<file path="config.mk">
export PLATFORM = sky130hd
export DESIGN_NAME = fb_scanout
export DESIGN_NICKNAME = d
export VERILOG_FILES = /design/src/rtl/fb_scanout.sv
export SDC_FILE = /design/constraint.sdc
export NUM_CORES = 1
export LEC_CHECK = 0
export BUFFER_PORTS_ARGS = -buffer_cell sky130_fd_sc_hd__buf_2
export CORE_MARGIN = 2
export CORE_UTILIZATION = 25
export CTS_CLUSTER_SIZE = 14
export DETAILED_ROUTE_END_ITERATION = 12
export PLACE_DENSITY_LB_ADDON = 0.05
export SYNTH_ARGS = -nofsm -noshare
export SYNTH_HDL_FRONTEND = slang
export SYNTH_SLANG_ARGS = --single-unit
</file>
<file path="constraint.sdc">
create_clock -name clk_sys -period 1.5 [get_ports clk_sys]
set_input_delay 0.375 -clock clk_sys [delete_from_list [all_inputs] [get_ports clk_sys]]
set_output_delay 0.375 -clock clk_sys [all_outputs]
set_load 0.02 [all_outputs]
</file>
<file path="src/rtl/fb_scanout.sv">
// rtl/fb_scanout.sv - double-buffered RGB332 frame buffer scan-out with vblank bank swap
module fb_scanout #(
    parameter int HBITS = 8,
    parameter int VBITS = 8,
    parameter int DROPW = 8
) (
    input  logic                   clk_sys,
    input  logic                   reset_n,
    input  logic                   ce_pix,
    input  logic [8:0]             hcount,
    input  logic [8:0]             vcount,
    input  logic                   hs_in,
    input  logic                   vs_in,
    input  logic                   hb_in,
    input  logic                   vb_in,
    input  logic                   frame_done,
    output logic                   wr_bank,
    output logic [HBITS+VBITS:0]   rd_addr,
    input  logic [7:0]             rd_data,
    output logic [7:0]             r,
    output logic [7:0]             g,
    output logic [7:0]             b,
    output logic                   hs,
    output logic                   vs,
    output logic                   hb,
    output logic                   vb,
    output logic                   de,
    output logic                   swap_pending,
    output logic [DROPW-1:0]       drop_cnt
);

    logic       disp_bank;
    logic       vb_prev;
    logic       vb_rise;
    logic       do_swap;
    logic       in_window;
    logic       win0;
    logic       hs0;
    logic       vs0;
    logic       hb0;
    logic       vb0;
    logic       ce_d;
    logic [7:0] pix_q;
    logic       active;
    logic [7:0] r_exp;
    logic [7:0] g_exp;
    logic [7:0] b_exp;

    assign wr_bank = ~disp_bank;

    // A swap is only legal on the vblank rising edge; a frame_done in that same clk still counts.
    assign vb_rise = ce_pix & vb_in & ~vb_prev;
    assign do_swap = vb_rise & (swap_pending | frame_done);

    // Counters past the framebuffer size still issue reads but the pixel is forced black.
    assign in_window = (int'(hcount) < (1 << HBITS)) && (int'(vcount) < (1 << VBITS));

    // Bank ownership, pending-frame flag and dropped-frame accounting.
    always_ff @(posedge clk_sys or negedge reset_n) begin
        if (!reset_n) begin
            disp_bank    <= 1'b0;
            swap_pending <= 1'b0;
            drop_cnt     <= '0;
            vb_prev      <= 1'b0;
        end else begin
            if (do_swap) begin
                disp_bank    <= ~disp_bank;
                swap_pending <= 1'b0;
            end else if (frame_done) begin
                if (swap_pending) begin
                    if (drop_cnt != {DROPW{1'b1}}) begin
                        drop_cnt <= drop_cnt + 1'b1;
                    end
                end else begin
                    swap_pending <= 1'b1;
                end
            end
            if (ce_pix) begin
                vb_prev <= vb_in;
            end
        end
    end

    // Address stage: issue the RAM read and hold timing alongside it.
    always_ff @(posedge clk_sys or negedge reset_n) begin
        if (!reset_n) begin
            rd_addr <= '0;
            win0    <= 1'b0;
            hs0     <= 1'b0;
            vs0     <= 1'b0;
            hb0     <= 1'b0;
            vb0     <= 1'b0;
        end else if (ce_pix) begin
            rd_addr <= {disp_bank, vcount[VBITS-1:0], hcount[HBITS-1:0]};
            win0    <= in_window;
            hs0     <= hs_in;
            vs0     <= vs_in;
            hb0     <= hb_in;
            vb0     <= vb_in;
        end
    end

    // Capture RAM data one clk after the address was issued.
    always_ff @(posedge clk_sys or negedge reset_n) begin
        if (!reset_n) begin
            ce_d  <= 1'b0;
            pix_q <= '0;
        end else begin
            ce_d <= ce_pix;
            if (ce_d) begin
                pix_q <= rd_data;
            end
        end
    end

    // RGB332 to 8-bit-per-channel by bit replication, blanked outside the visible window.
    always_comb begin
        active = win0 & ~hb0 & ~vb0;
        r_exp  = 8'h00;
        g_exp  = 8'h00;
        b_exp  = 8'h00;
        if (active) begin
            r_exp = {pix_q[7:5], pix_q[7:5], pix_q[7:6]};
            g_exp = {pix_q[4:2], pix_q[4:2], pix_q[4:3]};
            b_exp = {pix_q[1:0], pix_q[1:0], pix_q[1:0], pix_q[1:0]};
        end
    end

    // Output stage: colour and delayed timing leave together.
    always_ff @(posedge clk_sys or negedge reset_n) begin
        if (!reset_n) begin
            r  <= '0;
            g  <= '0;
            b  <= '0;
            hs <= 1'b0;
            vs <= 1'b0;
            hb <= 1'b0;
            vb <= 1'b0;
            de <= 1'b0;
        end else if (ce_pix) begin
            r  <= r_exp;
            g  <= g_exp;
            b  <= b_exp;
            hs <= hs0;
            vs <= vs0;
            hb <= hb0;
            vb <= vb0;
            de <= ~(hb0 | vb0);
        end
    end

endmodule

</file>
==> flow_summary.json, run 1 <==
{
  "synth.top_cell.area_share_pct": 59.50,
  "ir_worst_vdd_mv": 0.3731,
  "diodes": 0,
  "vias": 1552,
  "vias_per_cell": 4.183,
  "dr_wl_met2_microns": 2203,
  "fin_crit_ns": 1.438,
  "p_per_area_nw_per_um2": 1286,
  "hp-class": "in -> async",
  "dp_hpwl_microns": 3433,
  "reg2reg_depth": 4,
  "fmax_mhz": 695.7,
  "cts.sinks": 54,
  "die_w_microns": 99.31,
  "maxSlewHeadroom_pct": 75.75,
  "fin_worst_skew_ns": 0.004608,
  "cts_buffers": 5,
  "nets": 297,
  "path_clk_slew_ns": 0.10,
  "cp_max_fo": 4,
  "ant_nets": 0,
  "antenna_found_initial": 0,
  "drc": 0,
  "slew_viol_final": 0,
  "die_h_microns": 99.31,
  "num_rows": 34,
  "placed_cell_area_sq_um": 2805,
  "firstDrtPassIters": 2,
  "syn_avg_cell_area_sq_um": 12.90,
  "ios": 90,
  "setup_tns_ns": 0,
  "cts_buffer_depth": 2,
  "tightest_slew_ns": 0.3637,
  "htree_levels": 2,
  "rsz0062_at_grt": "no",
  "wl_microns": 4791,
  "grt_pass1_wl_microns": 7921,
  "pre_cts_slack_ns": 0.02400,
  "worst_skew_pair.late_latency_ns": 0.30,
  "yosys.area.top_type": "dfrtp_1",
  "synthToLayoutAreaGrowth_pct": 28.82,
  "rr_endpoint": "drop_cnt[1]$_DFFE_PN0P_",
  "multi_input_comb_area_sq_um": 739.5,
  "maxUsedRoutingLayer": "met4",
  "start_util_pct": 25.91,
  "drt_iter0_drc": 12,
  "r2r_start": "drop_cnt[1]$_DFFE_PN0P_",
  "syn_area_sq_um": 2271,
  "startpoint_type": "flip-flop",
  "dieArea_sq_um": 9862,
  "cts-root-buf": "clkbuf_8",
  "ys_ff_latch": 54,
  "leakage_nw": 1.429,
  "num-fill-cells": 934,
  "r2r_setup_slack_ns": 0.07,
  "ys_types": 23,
  "final_area_sq_um": 2925,
  "fin_crit_sh_pct": 95.83,
  "crit_arrival_ns": 1.06,
  "crit_path_end_kind": "output pin",
  "grt_max_degree": 55,
  "drive_gt1_share_pct": 58.17,
  "synth_seq_area_share_pct": 59.50,
  "mostFrequentLayoutCells": "buf_2, dfrtp_1, mux2_2",
  "cp.required_ns": 1.12,
  "timing.final.ws_setup_ns": 0.06250,
  "grt_usage_pct": 10.15,
  "grt_overflow_total": 0,
  "core_area_sq_um": 8763,
  "cts_tree": "yes",
  "place.gp.congestion": 0.6614,
  "outcome": "finished, final reports clean",
  "wl_met3_microns": 419,
  "postSynthCellCount": 176,
  "hold_buffers": 0,
  "grt_pass1_vias": 1618,
  "seqCellArea_sq_um": 1354,
  "synth_nets": 211,
  "finalSetupViolations": 0,
  "port_buffers": 89,
  "final_common_cell": "buf_2",
  "met1Wirelength_microns": 2097,
  "synth_area_leaders": "dfrtp_1, mux2_2, buf_4",
  "timing.final.hold_violations": 0,
  "post_drt_wl_per_cell_microns": 12.91,
  "fin_hold_ws_ns": 0.05852,
  "path_class": "reg -> out",
  "drv_cap": 0,
  "yosysWarnings": 0
}
## cells in the mapped netlist
cell type  instances
a21oi_1            1
and3_1             1
buf_2              2
buf_4             17
clkbuf_1           3
dfrtp_1           54
ha_1               1
inv_1             12
mux2_2            37
mux2_4             1
nand2_1           12
nand3_1            3
nand3b_1           1
nand4_1            2
nand4_4            1
nor2_1             9
nor3_1             2
nor4b_2            1
o2111ai_2          1
o21ai_0           10
o21ba_2            1
xnor2_1            2
xor2_1             2
## metrics by stage
step | power (W) | utilization, % | instances
floorplan | 0.002508 | - | 176
global placement | 0.002965 | 32.01 | 361
detailed placement | 0.002972 | 32.01 | 361
CTS | 0.003846 | 33.05 | 369
global route | 0.004026 | 33.38 | 371
finish | 0.003762 | 33.38 | 371
## layer usage
metal | GRT usage (%) | vias up
li1 | - | 747
met1 | 12.62 | 741
met2 | 16.16 | 58
met3 | 4.146 | 6
met4 | 3.161 | 0
met5 | 0 | -
## final cells by class
class / count / area share (%)
Inverter: 12 / 1.540
Multi-Input combinational cell: 88 / 25.28
Timing Repair Buffer: 101 / 19.16
Clock buffer: 7 / 2.951
Sequential cell: 54 / 46.28
Tap cell: 108 / 4.619
Clock inverter: 1 / 0.1711
## state kept, by name, indices dropped and copies added (netlist names)
signal / flops
disp_bank: 1
ce_d: 1
swap_pending: 1
vb0: 1
g: 3
hs0: 1
r: 3
b: 2
vs0: 1
hs: 1
vs: 1
win0: 1
pix_q: 8
vb: 1
drop_cnt: 8
hb: 1
rd_addr: 17
de: 1
hb0: 1
## critical path, cell delays in order, from the launching register on
cell and delay (ns):
dfrtp_1 0.44, buf_4 0.17, buf_2 0.15
## cells by family after synthesis
logic type | share of synthesized area (%)
muxes | 19.01
buffers and inverters | 8.540
and+or+nand+nor | 7.327
DFF | 59.50
xor gates and xnor gates | 1.543
adders and majority gates | 0.5509
AOI/OAI and AO/OA | 3.526
## where the power goes
group          switching, W  internal (W)
sequential         0.000168       0.00168
combinational      0.000595      0.000484
clock              0.000463      0.000374
## worst max path at each step
stage | from | end | slack (ns) | cells past startpoint
6_report | drop_cnt[2]$_DFFE_PN0P_ | drop_cnt[2] | 0.06 | 2
5_1_grt | drop_cnt[2]$_DFFE_PN0P_ | drop_cnt[2] | 0.002 | 2
4_1_cts | drop_cnt[1]$_DFFE_PN0P_ | drop_cnt[1]$_DFFE_PN0P_ | 0.003 | 4
3_5_place_dp | drop_cnt[1]$_DFFE_PN0P_ | drop_cnt[1]$_DFFE_PN0P_ | 0.02 | 4
3_3_place_gp | ce_pix | drop_cnt[4]$_DFFE_PN0P_ | 0.04 | 5
2_1_floorplan | drop_cnt[0]$_DFFE_PN0P_ | drop_cnt[1]$_DFFE_PN0P_ | 0.002 | 4
## timing repair
item                       4_1_cts  5_1_grt
gates resized for setup          0        2
setup buffers                    0        2
setup endpoints to repair        0        3
Note: power is estimated with default switching activity, not from simulation.
==> run 2: changes to the inputs <==
- HOLD_SLACK_MARGIN: default -> 0.06
- clock period: 1.5 -> 1.6 ns (I/O delays scaled with it)
==> run 2 against run 1 <==
Cell count decreased by 2.2%. Non-clock buffer count decreased by 8. Die area unchanged. Largest cell class unchanged. Critical path depth increased by 2. Clock-buffer cell count decreased by 2. Sequential share of layout area increased by 1.2 points. Critical path type is now reg -> reg. Combinational power decreased by 14%. Core utilization decreased by 0.91 points. Largest power group unchanged. First-iteration DRC count increased by 83%. Worst hold slack improved by 0.017 ns. Total power decreased by 8.4%.
==> flow_summary.json, run 2 (synthesis results as in run 1) <==
{
  "fin_worst_skew_ns": 0.01573,
  "grt_pass1_vias": 1545,
  "regMostFlops": "rd_addr",
  "place.gp.congestion": 0.6626,
  "post_drt_wl_per_cell_microns": 13.05,
  "cpPeakStageDelay_ns": 0.41,
  "drive_gt1_share_pct": 56.08,
  "synthToLayoutAreaGrowth_pct": 25.29,
  "maxSlewHeadroom_pct": 73.67,
  "final_common_cell": "buf_2",
  "crit_arrival_ns": 1.71,
  "leakage_nw": 1.395,
  "grt_max_degree": 55,
  "dp_hpwl_microns": 3284,
  "die_h_microns": 99.31,
  "cts_buffers": 5,
  "post_cts_resized": 0,
  "power.internal_w": 0.002282,
  "grt_usage_pct": 9.856,
  "cts.sinks": 54,
  "rr_endpoint": "drop_cnt[1]$_DFFE_PN0P_",
  "timing.final.hold_violations": 0,
  "cp_max_fo": 5,
  "crit_start": "drop_cnt[1]$_DFFE_PN0P_",
  "mostFrequentLayoutCells": "buf_2, dfrtp_1, mux2_2",
  "hp-class": "in -> async",
  "cts_buffer_depth": 2,
  "cp.required_ns": 1.78,
  "p_clk_share_pct": 22.3,
  "postCtsSetupBuffers": 0,
  "hold_buffers": 0,
  "die_w_microns": 99.31,
  "sw_frac_of_total_pct": 33.74,
  "fmax_mhz": 655.8,
  "rsz0062_at_grt": "no",
  "power_switching_w": 0.001162,
  "drt_iter0_drc": 22,
  "tightest_slew_ns": 0.3949,
  "wl_microns": 4736,
  "setup_tns_ns": 0,
  "finalSetupViolations": 0,
  "dieArea_sq_um": 9862,
  "largestRegisters": "rd_addr: 17 flops, drop_cnt: 8 flops, pix_q: 8 flops",
  "antenna_found_initial": 0,
  "vias": 1514,
  "drc": 0,
  "path_cells": "ha_1, nand3_1, o2111ai_2, mux2_4",
  "comb_power_share_pct": 27.0,
  "cts_tree": "yes",
  "r2r_start": "drop_cnt[1]$_DFFE_PN0P_",
  "crit_path_end_kind": "flip-flop",
  "drv_cap": 0,
  "fin_crit_ns": 1.525,
  "crit_end": "drop_cnt[1]$_DFFE_PN0P_",
  "firstDrtPassIters": 4,
  "ant_nets": 0,
  "start_util_pct": 25.91,
  "grt_pass1_wl_microns": 7665,
  "path_class": "reg -> reg",
  "outcome": "finished, final reports clean",
  "port_buffers": 89,
  "grt_use_met2_pct": 16.06,
  "pwr-share-seq_pct": 50.7,
  "grtUsageMet3_pct": 2.952,
  "reg2reg_depth": 4,
  "slew_viol_final": 0,
  "path_clk_slew_ns": 0.10,
  "cp_slowest_cell": "dfrtp_1",
  "nets": 289,
  "placed_cell_area_sq_um": 2758,
  "htree_levels": 2,
  "r2r_setup_slack_ns": 0.08,
  "core_area_sq_um": 8763,
  "grt_overflow_total": 0,
  "final_area_sq_um": 2845,
  "grtUsageMet1_pct": 12.72,
  "num_rows": 34,
  "diodes": 0,
  "ir_worst_vdd_mv": 0.3326,
  "startpoint_type": "flip-flop",
  "busiest_layer": "met2",
  "worst_skew_pair.late_latency_ns": 0.31,
  "fin_crit_sh_pct": 95.30,
  "vias_per_cell": 4.171,
  "p_per_area_nw_per_um2": 1211,
  "ios": 90,
  "largest_reg_flops": 17,
  "cts-root-buf": "clkbuf_8"
}
run 2: worst min path at each step:
stage / end / slack, ns / depth (start not counted)
after detailed placement: rd_addr[3]$_DFFE_PN0P_ / 0.42 / 2
after global routing: vb0$_DFFE_PN0P_ / 0.09 / 2
final: vb$_DFFE_PN0P_ / 0.08 / 2
after CTS: vb0$_DFFE_PN0P_ / 0.07 / 2
after floorplan: b[5]$_DFFE_PN0P_ / 0.10 / 0
after global placement: rd_addr[14]$_DFFE_PN0P_ / 0.43 / 2
run 2: power by group through the flow:
stage / clock [W] / sequential, W / combinational [W]
detailed placement: 0 / 0.00178 / 0.000954
finish: 0.000769 / 0.00175 / 0.000930
global route: 0.000877 / 0.00178 / 0.00101
global placement: 0 / 0.00178 / 0.000952
CTS: 0.000839 / 0.00175 / 0.000956
floorplan: 0 / 0.00197 / 0.000378
run 2: per-stage QoR:
step / worst slack, ns / power (W) / hold slack (ns) / instances / util [%]
3_3_place_gp: 0.1111 / 0.002735 / 0.4327 / 355 / 31.47
4_1_cts: 0.06511 / 0.003547 / 0.07102 / 363 / 32.47
6_report: 0.07519 / 0.003445 / 0.07549 / 363 / 32.47
2_1_floorplan: 0.01786 / 0.002345 / 0.1044 / 176 / -
3_5_place_dp: 0.08146 / 0.002732 / 0.4240 / 355 / 31.47
5_1_grt: 0.002784 / 0.003671 / 0.09423 / 363 / 32.47
run 2: critical path: cells and delay by family (launching register included):
kind,cells,cell delay [ns]
flip-flops,1,0.41
AO/OA/AOI/OAI,1,0.33
multiplexers,1,0.33
adder cells (fa/ha/maj),1,0.21
AND/OR/NAND/NOR,1,0.14
run 2: layer usage:
| metal | part of all wire (%) | vias up |
|---|---|---|
| met4 | 1.1 | 0 |
| met5 | 0 | - |
| met2 | 48 | 53 |
| met1 | 44 | 731 |
| met3 | 6.6 | 4 |
| li1 | - | 726 |
run 2: final cells by class:
class	instances	area, sq um
Fill cell	926	5918
Clock inverter	3	18.77
Sequential cell	54	1351
Clock buffer	5	68.82
Tap cell	108	135.1
Multi-Input combinational cell	88	725.7
Timing Repair Buffer	93	500.5
Inverter	12	45.04
==> run 3: changes to the inputs <==
- CELL_PAD_IN_SITES_DETAIL_PLACEMENT: default -> 1
- CELL_PAD_IN_SITES_GLOBAL_PLACEMENT: default -> 1
==> run 3 against run 2 <==
Cell count up 1.1%. Sequential share of layout area down 1.6 points. Critical path type unchanged. Critical path depth unchanged. Worst setup slack better by 0.092 ns. Clock power up 47%. Combinational power up 4.0%. Clock-buffer cell count up 1. Via count up 3.8%. Clock skew down 0.0084 ns. Largest power group unchanged. Sequential cell count unchanged. Die area unchanged. Critical endpoint unchanged.
==> flow_summary.json, run 3 (synthesis results as in run 1) <==
{
  "fin_hold_ws_ns": 0.07086,
  "nets": 293,
  "synthToLayoutAreaGrowth_pct": 29.53,
  "crit_path_end_kind": "flip-flop",
  "hp-class": "in -> async",
  "ant_nets": 0,
  "outcome": "finished, final reports clean",
  "grt_overflow_total": 0,
  "die_w_microns": 99.31,
  "regMostFlops": "rd_addr",
  "path_clk_slew_ns": 0.10,
  "fin_crit_ns": 1.433,
  "slew_viol_final": 0,
  "comb_power_share_pct": 25.2,
  "ios": 90,
  "p_per_area_nw_per_um2": 1303,
  "grt_max_degree": 55,
  "cts_tree": "yes",
  "mostFrequentLayoutCells": "buf_2, dfrtp_1, mux2_2",
  "start_util_pct": 25.91,
  "setup_tns_ns": 0,
  "fin_worst_skew_ns": 0.007338,
  "grt_pass1_vias": 1677,
  "timing.final.hold_violations": 0,
  "fin_crit_sh_pct": 89.53,
  "power_switching_w": 0.001171,
  "die_h_microns": 99.31,
  "antenna_found_initial": 0,
  "dp_hpwl_microns": 3466,
  "post_drt_wl_per_cell_microns": 13.44,
  "startpoint_type": "flip-flop",
  "cts-root-buf": "clkbuf_8",
  "core_area_sq_um": 8763,
  "final_common_cell": "buf_2",
  "port_buffers": 89,
  "hold_buffers": 0,
  "tightest_slew_ns": 0.3546,
  "cts_buffers": 5,
  "finalSetupViolations": 0,
  "maxSlewHeadroom_pct": 76.36,
  "drt_iter0_drc": 19,
  "path_class": "reg -> reg",
  "p_clk_share_pct": 29.4,
  "largestRegisters": "rd_addr: 17 flops, drop_cnt: 8 flops, pix_q: 8 flops",
  "grt_usage_pct": 10.32,
  "place.gp.congestion": 0.6650,
  "diodes": 0,
  "power.internal_w": 0.002663,
  "num_rows": 34,
  "drv_cap": 0,
  "grt_pass1_wl_microns": 8204,
  "firstDrtPassIters": 4,
  "worst_skew_pair.late_latency_ns": 0.30,
  "drc": 0,
  "dieArea_sq_um": 9862,
  "ir_worst_vdd_mv": 0.7255,
  "num-fill-cells": 999,
  "wl_microns": 4931,
  "sw_frac_of_total_pct": 30.54,
  "crit_arrival_ns": 1.63,
  "cp.required_ns": 1.80,
  "largest_reg_flops": 17,
  "vias": 1572,
  "drive_gt1_share_pct": 56.76,
  "cts_buffer_depth": 2,
  "cts.sinks": 54,
  "leakage_nw": 1.439,
  "vias_per_cell": 4.283,
  "seqCellArea_sq_um": 1351,
  "rsz0062_at_grt": "no",
  "multi_input_comb_area_sq_um": 737.0,
  "htree_levels": 2,
  "pwr-share-seq_pct": 45.4,
  "cp_max_fo": 4,
  "fmax_mhz": 698.1
}
## run 3: changes by cell type in the layout (fill, tap and decap cells not counted)
cell / change
o2111ai_4: +1
clkbuf_8: +1
buf_4: +4
o2111ai_2: -1
bufinv_16: +2
inv_6: -1
clkinv_2: -2
## run 3: critical path: stages, from the launching register on
cell and delay, ns:
dfrtp_1 0.37, ha_1 0.19, nand3_1 0.17, o2111ai_4 0.28
mux2_4 0.32
## run 3: area by class of cell
class / count / share of cell area, %
flip-flops and latches: 54 / 45.94
multi-input cells: 88 / 25.05
repair buffers: 97 / 18.03
well taps: 108 / 4.594
clock buffers: 6 / 2.807
clock inverters: 2 / 2.042
inverters: 12 / 1.531
## run 3: stage by stage
stage	instance area [sq um]	utilization (%)	cells	total power (W)	setup WS, ns
6_report	2942	33.57	367	0.003834	0.1675
5_1_grt	2942	33.57	367	0.004072	0.06765
2_1_floorplan	2271	-	176	0.002345	0.01786
3_5_place_dp	2773	31.64	357	0.002731	0.06412
3_3_place_gp	2773	31.64	357	0.002740	0.1140
4_1_cts	2915	33.27	365	0.003897	0.04138
## run 3: final timing paths
kind,from,endpoint,slack (ns),cells past startpoint
worst max-delay path,drop_cnt[0]$_DFFE_PN0P_,drop_cnt[1]$_DFFE_PN0P_,0.17,4
worst min-delay path,reset_n,g[6]$_DFFE_PN0P_,0.07,2
worst max register to register,drop_cnt[0]$_DFFE_PN0P_,drop_cnt[1]$_DFFE_PN0P_,0.17,4
worst min register to register,pix_q[6]$_DFFE_PN0P_,r[6]$_DFFE_PN0P_,0.49,2
max in group asynchronous,reset_n,rd_addr[14]$_DFFE_PN0P_,1.27,2
min in group clk_sys,hs_in,hs0$_DFFE_PN0P_,0.32,2
## run 3: metal layers
layer  track usage (%)  up-vias  routed length [microns]
met5                 0        -                        0
met4             2.845        0                       63
met3             3.373        6                      355
met2             17.36       53                     2394
met1             12.73      775                     2117
li1                  -      738                        -
## run 3: what timing repair did
item / CTS / global route
endpoints found under the setup margin: 0 / 2
endpoints found under the hold margin: 0 / 0
resized for setup: 0 / 1
buffers inserted: 0 / 2
## run 3: power by group through the flow
stage / Combinational [W] / Clock (W) / Sequential, W
finish: 0.000967 / 0.00113 / 0.00174
global route: 0.00106 / 0.00124 / 0.00178
CTS: 0.000954 / 0.00119 / 0.00176
detailed placement: 0.000949 / 0 / 0.00178
global placement: 0.000957 / 0 / 0.00178
floorplan: 0.000378 / 0 / 0.00197
